### src/rtl/sdram_pkg.sv
// Shared SDRAM arbiter definitions: bus widths, state encoding and command codes.
package sdram_pkg;
  localparam int CMD_W  = 4;
  localparam int ADDR_W = 13;
  localparam int BA_W   = 2;

  typedef enum logic [2:0] {
    ST_IDLE,
    ST_ARB,
    ST_AREF,
    ST_WRITE,
    ST_READ
  } state_e;

  // Commands are {cs_n, ras_n, cas_n, we_n}
  localparam logic [CMD_W-1:0] CMD_NOP  = 4'b0111;
  localparam logic [CMD_W-1:0] CMD_ACT  = 4'b0011;
  localparam logic [CMD_W-1:0] CMD_RD   = 4'b0101;
  localparam logic [CMD_W-1:0] CMD_WR   = 4'b0100;
  localparam logic [CMD_W-1:0] CMD_PRE  = 4'b0010;
  localparam logic [CMD_W-1:0] CMD_AREF = 4'b0001;
  localparam logic [CMD_W-1:0] CMD_MRS  = 4'b0000;

  typedef struct packed {
    logic [CMD_W-1:0]  cmd;
    logic [ADDR_W-1:0] addr;
    logic [BA_W-1:0]   ba;
  } sdram_bus_t;

  localparam sdram_bus_t BUS_NOP = '{cmd: CMD_NOP, addr: '0, ba: '0};
endpackage

### src/rtl/sdram_ref_timer.sv
// Free-running refresh interval counter; pulses wrap on the last count while enabled.
module sdram_ref_timer #(
  parameter int REF_CYCLES = 780
) (
  input  logic clk,
  input  logic rst,
  input  logic en,
  output logic wrap
);
  localparam int CW = (REF_CYCLES > 1) ? $clog2(REF_CYCLES) : 1;
  localparam logic [CW-1:0] LAST = CW'(REF_CYCLES - 1);

  logic [CW-1:0] count_q, count_d;

  always_comb begin
    wrap    = en && (count_q == LAST);
    count_d = count_q;
    if (en) count_d = wrap ? '0 : count_q + 1'b1;
  end

  always_ff @(posedge clk) begin
    if (rst) count_q <= '0;
    else     count_q <= count_d;
  end
endmodule

### src/rtl/sdram_arbiter.sv
// SDRAM command-bus arbiter between init, refresh, write and read masters.
// Define SDRAM_ARB_RR_EN to alternate write/read on simultaneous requests.
module sdram_arbiter
  import sdram_pkg::*;
#(
  parameter int REF_CYCLES = 780
) (
  input  logic              sysclk_100M,
  input  logic              rst,
  input  logic              init_done,
  input  logic [CMD_W-1:0]  init_cmd,
  input  logic [ADDR_W-1:0] init_addr,
  output logic              aref_en,
  input  logic              aref_end,
  input  logic [CMD_W-1:0]  aref_cmd,
  input  logic              wr_req,
  output logic              wr_en,
  input  logic              wr_end,
  input  logic [CMD_W-1:0]  wr_cmd,
  input  logic [ADDR_W-1:0] wr_addr,
  input  logic [BA_W-1:0]   wr_ba,
  input  logic              rd_req,
  output logic              rd_en,
  input  logic              rd_end,
  input  logic [CMD_W-1:0]  rd_cmd,
  input  logic [ADDR_W-1:0] rd_addr,
  input  logic [BA_W-1:0]   rd_ba,
  output logic              ref_pending,
  output logic [CMD_W-1:0]  cmd,
  output logic [ADDR_W-1:0] addr,
  output logic [BA_W-1:0]   ba
);
  state_e     state_q, state_d, tie_st;
  logic       ref_pending_q, ref_pending_d;
  logic       aref_en_q, aref_en_d;
  logic       wr_en_q, wr_en_d;
  logic       rd_en_q, rd_en_d;
  logic       ref_wrap;
  sdram_bus_t bus_q, bus_d;

  sdram_ref_timer #(.REF_CYCLES(REF_CYCLES)) u_ref_timer (
    .clk  (sysclk_100M),
    .rst  (rst),
    .en   (state_q != ST_IDLE),
    .wrap (ref_wrap)
  );

`ifdef SDRAM_ARB_RR_EN
  // Remembers the last data master served; resets as "read" so write wins the first tie.
  logic last_wr_q, last_wr_d;

  always_comb begin
    tie_st    = last_wr_q ? ST_READ : ST_WRITE;
    last_wr_d = last_wr_q;
    if (wr_en_d) last_wr_d = 1'b1;
    if (rd_en_d) last_wr_d = 1'b0;
  end

  always_ff @(posedge sysclk_100M) begin
    if (rst) last_wr_q <= 1'b0;
    else     last_wr_q <= last_wr_d;
  end
`else
  always_comb tie_st = ST_WRITE;
`endif

  always_comb begin
    state_d = state_q;
    case (state_q)
      ST_IDLE:  if (init_done) state_d = ST_ARB;
      ST_ARB: begin
        if (ref_pending_q)        state_d = ST_AREF;
        else if (wr_req && rd_req) state_d = tie_st;
        else if (wr_req)          state_d = ST_WRITE;
        else if (rd_req)          state_d = ST_READ;
      end
      ST_AREF:  if (aref_end) state_d = ST_ARB;
      ST_WRITE: if (wr_end)   state_d = ST_ARB;
      ST_READ:  if (rd_end)   state_d = ST_ARB;
      default:  state_d = ST_IDLE;
    endcase

    aref_en_d = (state_q == ST_ARB) && (state_d == ST_AREF);
    wr_en_d   = (state_q == ST_ARB) && (state_d == ST_WRITE);
    rd_en_d   = (state_q == ST_ARB) && (state_d == ST_READ);

    // A granted refresh absorbs any wrap seen meanwhile; missed intervals are not queued.
    ref_pending_d = aref_en_d ? 1'b0 : (ref_pending_q | ref_wrap);

    // Any cycle landing in ARB (including a master's return) shows NOP.
    bus_d = BUS_NOP;
    if (state_d != ST_ARB) begin
      case (state_q)
        ST_IDLE:  bus_d = '{cmd: init_cmd, addr: init_addr, ba: '0};
        ST_AREF:  bus_d = '{cmd: aref_cmd, addr: '0,        ba: '0};
        ST_WRITE: bus_d = '{cmd: wr_cmd,   addr: wr_addr,   ba: wr_ba};
        ST_READ:  bus_d = '{cmd: rd_cmd,   addr: rd_addr,   ba: rd_ba};
        default:  bus_d = BUS_NOP;
      endcase
    end
  end

  always_ff @(posedge sysclk_100M) begin
    if (rst) begin
      state_q       <= ST_IDLE;
      ref_pending_q <= 1'b0;
      aref_en_q     <= 1'b0;
      wr_en_q       <= 1'b0;
      rd_en_q       <= 1'b0;
      bus_q         <= BUS_NOP;
    end else begin
      state_q       <= state_d;
      ref_pending_q <= ref_pending_d;
      aref_en_q     <= aref_en_d;
      wr_en_q       <= wr_en_d;
      rd_en_q       <= rd_en_d;
      bus_q         <= bus_d;
    end
  end

  assign aref_en     = aref_en_q;
  assign wr_en       = wr_en_q;
  assign rd_en       = rd_en_q;
  assign ref_pending = ref_pending_q;
  assign cmd         = bus_q.cmd;
  assign addr        = bus_q.addr;
  assign ba          = bus_q.ba;
endmodule

### config.mk
export PLATFORM = sky130hd
export DESIGN_NAME = sdram_arbiter
export DESIGN_NICKNAME = d
export VERILOG_FILES = /design/src/rtl/sdram_pkg.sv /design/src/rtl/sdram_ref_timer.sv /design/src/rtl/sdram_arbiter.sv
export SDC_FILE = /design/constraint.sdc
export NUM_CORES = 1
export LEC_CHECK = 0
export CAP_MARGIN = 20
export CORE_MARGIN = 2
export CORE_UTILIZATION = 44
export CTS_CLUSTER_SIZE = 25
export DETAILED_ROUTE_END_ITERATION = 8
export GPL_TIMING_DRIVEN = 0
export PLACE_DENSITY = 0.86
export SYNTH_ARGS = -nofsm -noshare
export SYNTH_HDL_FRONTEND = slang
export SYNTH_SLANG_ARGS = --single-unit
### constraint.sdc
create_clock -name sysclk_100M -period 4.95 [get_ports sysclk_100M]
set_input_delay 1.485 -clock sysclk_100M [delete_from_list [all_inputs] [get_ports sysclk_100M]]
set_output_delay 1.485 -clock sysclk_100M [all_outputs]
set_load 0.01 [all_outputs]
==> impl_metrics.py <==
metrics = {
    "run_status": {
        "status": "completed",
    },
    "sta": {
        "tightest_slew_ns": 0.544,
        "setup_tns_ns": 0,
        "period_needed_ns": 2.94,
        "slew_headroom": 0.637,
        "skew_ns": 0.00488,
        "rsz0062_at_grt": "false",
        "setup_viol": 0,
        "fmaxAchievable_ghz": 0.341,
        "slew_viol_final": 0,
        "hold_violations": 0,
        "fin_crit_sh": 0.593,
    },
    "pwr": {
        "seq_power_share": 0.417,
        "clkPwrFrac": 0.296,
        "irDropWorstVdd_v": 0.000164,
        "power.leakage_uw": 0.00107,
        "power_frac_comb": 0.288,
        "p_int_uw": 551,
        "p_per_area_mw_per_mm2": 257,
        "switchingPower_uw": 205,
        "power_switching_share": 0.272,
    },
    "critical_path": {
        "crit_type": "input port to flop",
        "slowest_delay_ns": 0.44,
        "reg2reg_from": "state_q[2]",
        "arrival_ns": 3.08,
        "setup.worst_path.start_class": "input port",
        "critPathMaxFanout": 10,
        "cpMostUsedCell": "buf_6",
        "crit_slowest_cell": "clkdlybuf4s50_1",
        "setup.worst_path.end_class": "flop",
        "required_ns": 5.10,
        "critical_path.cell_chain": "clkdlybuf4s50_1 -> or2_2 -> a32oi_1 -> and2_1 -> buf_6 -> buf_6 -> a211oi_2",
        "startpoint": "wr_req",
    },
    "synth": {
        "synth_compound_area_frac": 0.232,
        "synthSimpleGateAreaFrac": 0.177,
        "syn_inst": 205,
        "ys_async_sr_fraction": 0,
        "synth_xor_area_frac": 0.0368,
        "avgSynthCellArea_sq_um": 9.29,
        "ys_seq_elements": 36,
        "yosysWarnings": 0,
        "synthesis.area_sq_mm": 0.00190,
        "synth_flop_cell": "dfxtp_1",
        "synthAdderAreaFrac": 0.00657,
        "yosysUniqueCellTypes": 42,
        "seq_area_frac_synth": 0.378,
        "syn_nets": 273,
        "synth_edf_count": 0,
        "synth_top_family_by_area": "compound AO/OA/AOI/OAI gates",
        "synthMuxAreaShare": 0.101,
    },
    "drt": {
        "dr.max_layer_used": "met4",
        "avgRoutedWirePerCell_um": 15.0,
        "ant_nets": 0,
        "met3WireLength_um": 313,
        "met1Wirelength_um": 2130,
        "vias": 1887,
        "drt_iter0_markers": 123,
        "wl_met2_um": 2690,
        "vias_per_cell": 5.39,
        "drcViolationCount": 0,
        "drtPass1Iterations": 4,
        "routed_wl_um": 5260,
    },
    "finish": {
        "seqCellArea_sq_um": 721,
        "multi_input_area_sq_mm": 0.00105,
        "post-route-cell-area_sq_mm": 0.00294,
        "area_delta_synth_final_pct": 54.6,
        "drive_gt1_frac": 0.133,
        "fillers": 334,
        "nNetsFinal": 368,
        "diodes": 0,
    },
    "cts": {
        "cts.clk_slew.worst_paths_ns": 0.06,
        "cts_resized": 0,
        "cts_tree": "yes",
        "cts_made_buffers": 5,
        "cts_root_buf": "clkbuf_8",
        "clkLatencyLatePin_ns": 0.28,
        "h-tree-depth": 2,
        "cts.sinks": 36,
        "postCtsSetupBuffers": 0,
        "cts_buffer_depth": 2,
        "cts_hold_buf": 0,
    },
    "die": {
        "start_util": 0.466,
        "dieHeight_um": 69.8,
        "core_sq_mm": 0.00409,
        "die_w_um": 69.8,
        "io_pins": 90,
        "design.die.area_sq_mm": 0.00487,
        "rows": 23,
    },
    "placed_design": {
        "hpwl_um": 3960,
        "place_area_sq_mm": 0.00285,
        "numPortBuffers": 88,
        "gp_congestion": 0.905,
    },
    "global_route": {
        "grt_max_degree": 11,
        "grt_pass1_wl_um": 8870,
        "first_global_vias": 1884,
        "antenna_found_initial": 0,
        "grtUsageTotal": 0.226,
        "grt_overflow": 0,
    },
    "min_path": {
        "hp-class": "flop to flop",
        "min-delay-start": "u_ref_timer.count_q[1]",
    },
    "flow_run": {
        "maxCapViolations": 0,
    },
}
critical path: cells and delay by family:
kind,cells,cell delay (ns)
and+or+nand+nor,2,0.52
buffers and inverters,3,0.76
AOI/OAI and AO/OA,2,0.30
flip-flops by register name, indices dropped and copies added (netlist names):
signal,flops
u_ref_timer.count_q,10
aref_en,1
ba,2
wr_en,1
addr,13
cmd,4
ref_pending,1
rd_en,1
state_q,3
metal layers:
layer	vias up	global-route usage
met5	-	0
met4	0	0.0940
met3	10	0.0509
met2	78	0.379
met1	868	0.277
li1	931	-
through the flow:
stage	utilization	total power [uW]	cells	setup WS [ns]	hold slack, ns
2_1_floorplan	-	435	205	2.38	0.467
3_3_place_gp	0.697	534	343	1.79	0.482
3_5_place_dp	0.697	539	343	1.78	0.493
4_1_cts	0.720	761	350	2.05	0.503
5_1_grt	0.720	795	350	1.96	0.525
6_report	0.720	756	350	2.01	0.496
power groups by stage:
stage,clock [uW],sequential [uW],combinational (uW)
final,224,315,217
after global routing,240,317,238
after CTS,227,315,219
after detailed placement,0,321,217
after global placement,0,321,213
after floorplan,0,328,107
synth_stat cells, drive strengths merged, types with 4 or more instances:
cell | instances | area (sq um)
dfxtp | 36 | 721
nor2 | 28 | 105
a21oi | 22 | 110
a211oi | 17 | 178
mux2i | 17 | 170
buf | 15 | 103
a211o | 6 | 52.6
nand2 | 5 | 18.8
nand4 | 5 | 31.3
xor2 | 5 | 43.8
a32oi | 4 | 35.0
clkbuf | 4 | 15.0
nor3b | 4 | 46.3
o21ai | 4 | 23.8
kinds of logic after synthesis:
group / count (synthesis)
AOI/OAI and AO/OA: 58
xor gates and xnor gates: 8
adders and majority gates: 1
buffers and inverters: 22
DFF: 36
muxes: 19
and+or+nand+nor: 61
cell usage in the layout (no fill, tap or decap), types with 2 or more instances in the layout:
cell | synthesis | final
xor2_1 | 5 | 5
nand2b_1 | 2 | 2
a211oi_1 | 7 | 7
nor4bb_1 | 2 | 2
buf_2 | 7 | 7
nor2_1 | 28 | 28
clkdlybuf4s50_1 | 0 | 88
o21ai_0 | 3 | 3
buf_4 | 4 | 4
a211oi_2 | 10 | 10
nor3_1 | 2 | 2
a211o_1 | 6 | 6
nand2_1 | 5 | 5
a21oi_1 | 22 | 22
clkbuf_1 | 4 | 4
mux2_2 | 2 | 2
and3_1 | 3 | 3
dfxtp_1 | 36 | 36
xnor2_1 | 3 | 3
nand3_1 | 2 | 2
buf_6 | 3 | 3
or2_2 | 2 | 2
a32oi_1 | 4 | 4
mux2i_1 | 17 | 17
clkbuf_8 | 0 | 7
nand4_1 | 5 | 5
nor3b_1 | 2 | 2
inv_1 | 3 | 3
path summary, 6_finish.rpt:
check / to / slack, ns / cells after the start
setup / recovery: addr[5] / 2.01 / 7
hold / removal: u_ref_timer.count_q[1] / 0.50 / 2
setup reg to reg: aref_en / 3.25 / 5
hold reg to reg: u_ref_timer.count_q[1] / 0.50 / 2
area by class of cell:
type                       instances  area share
buffer                            19      0.0399
sequential                        36       0.245
inverter                           3     0.00382
multi-input combinational        147       0.358
timing repair buffer              88       0.299
clock buffer                       7      0.0327
tap                               50      0.0212
Note: power is estimated with default switching activity, not from simulation.
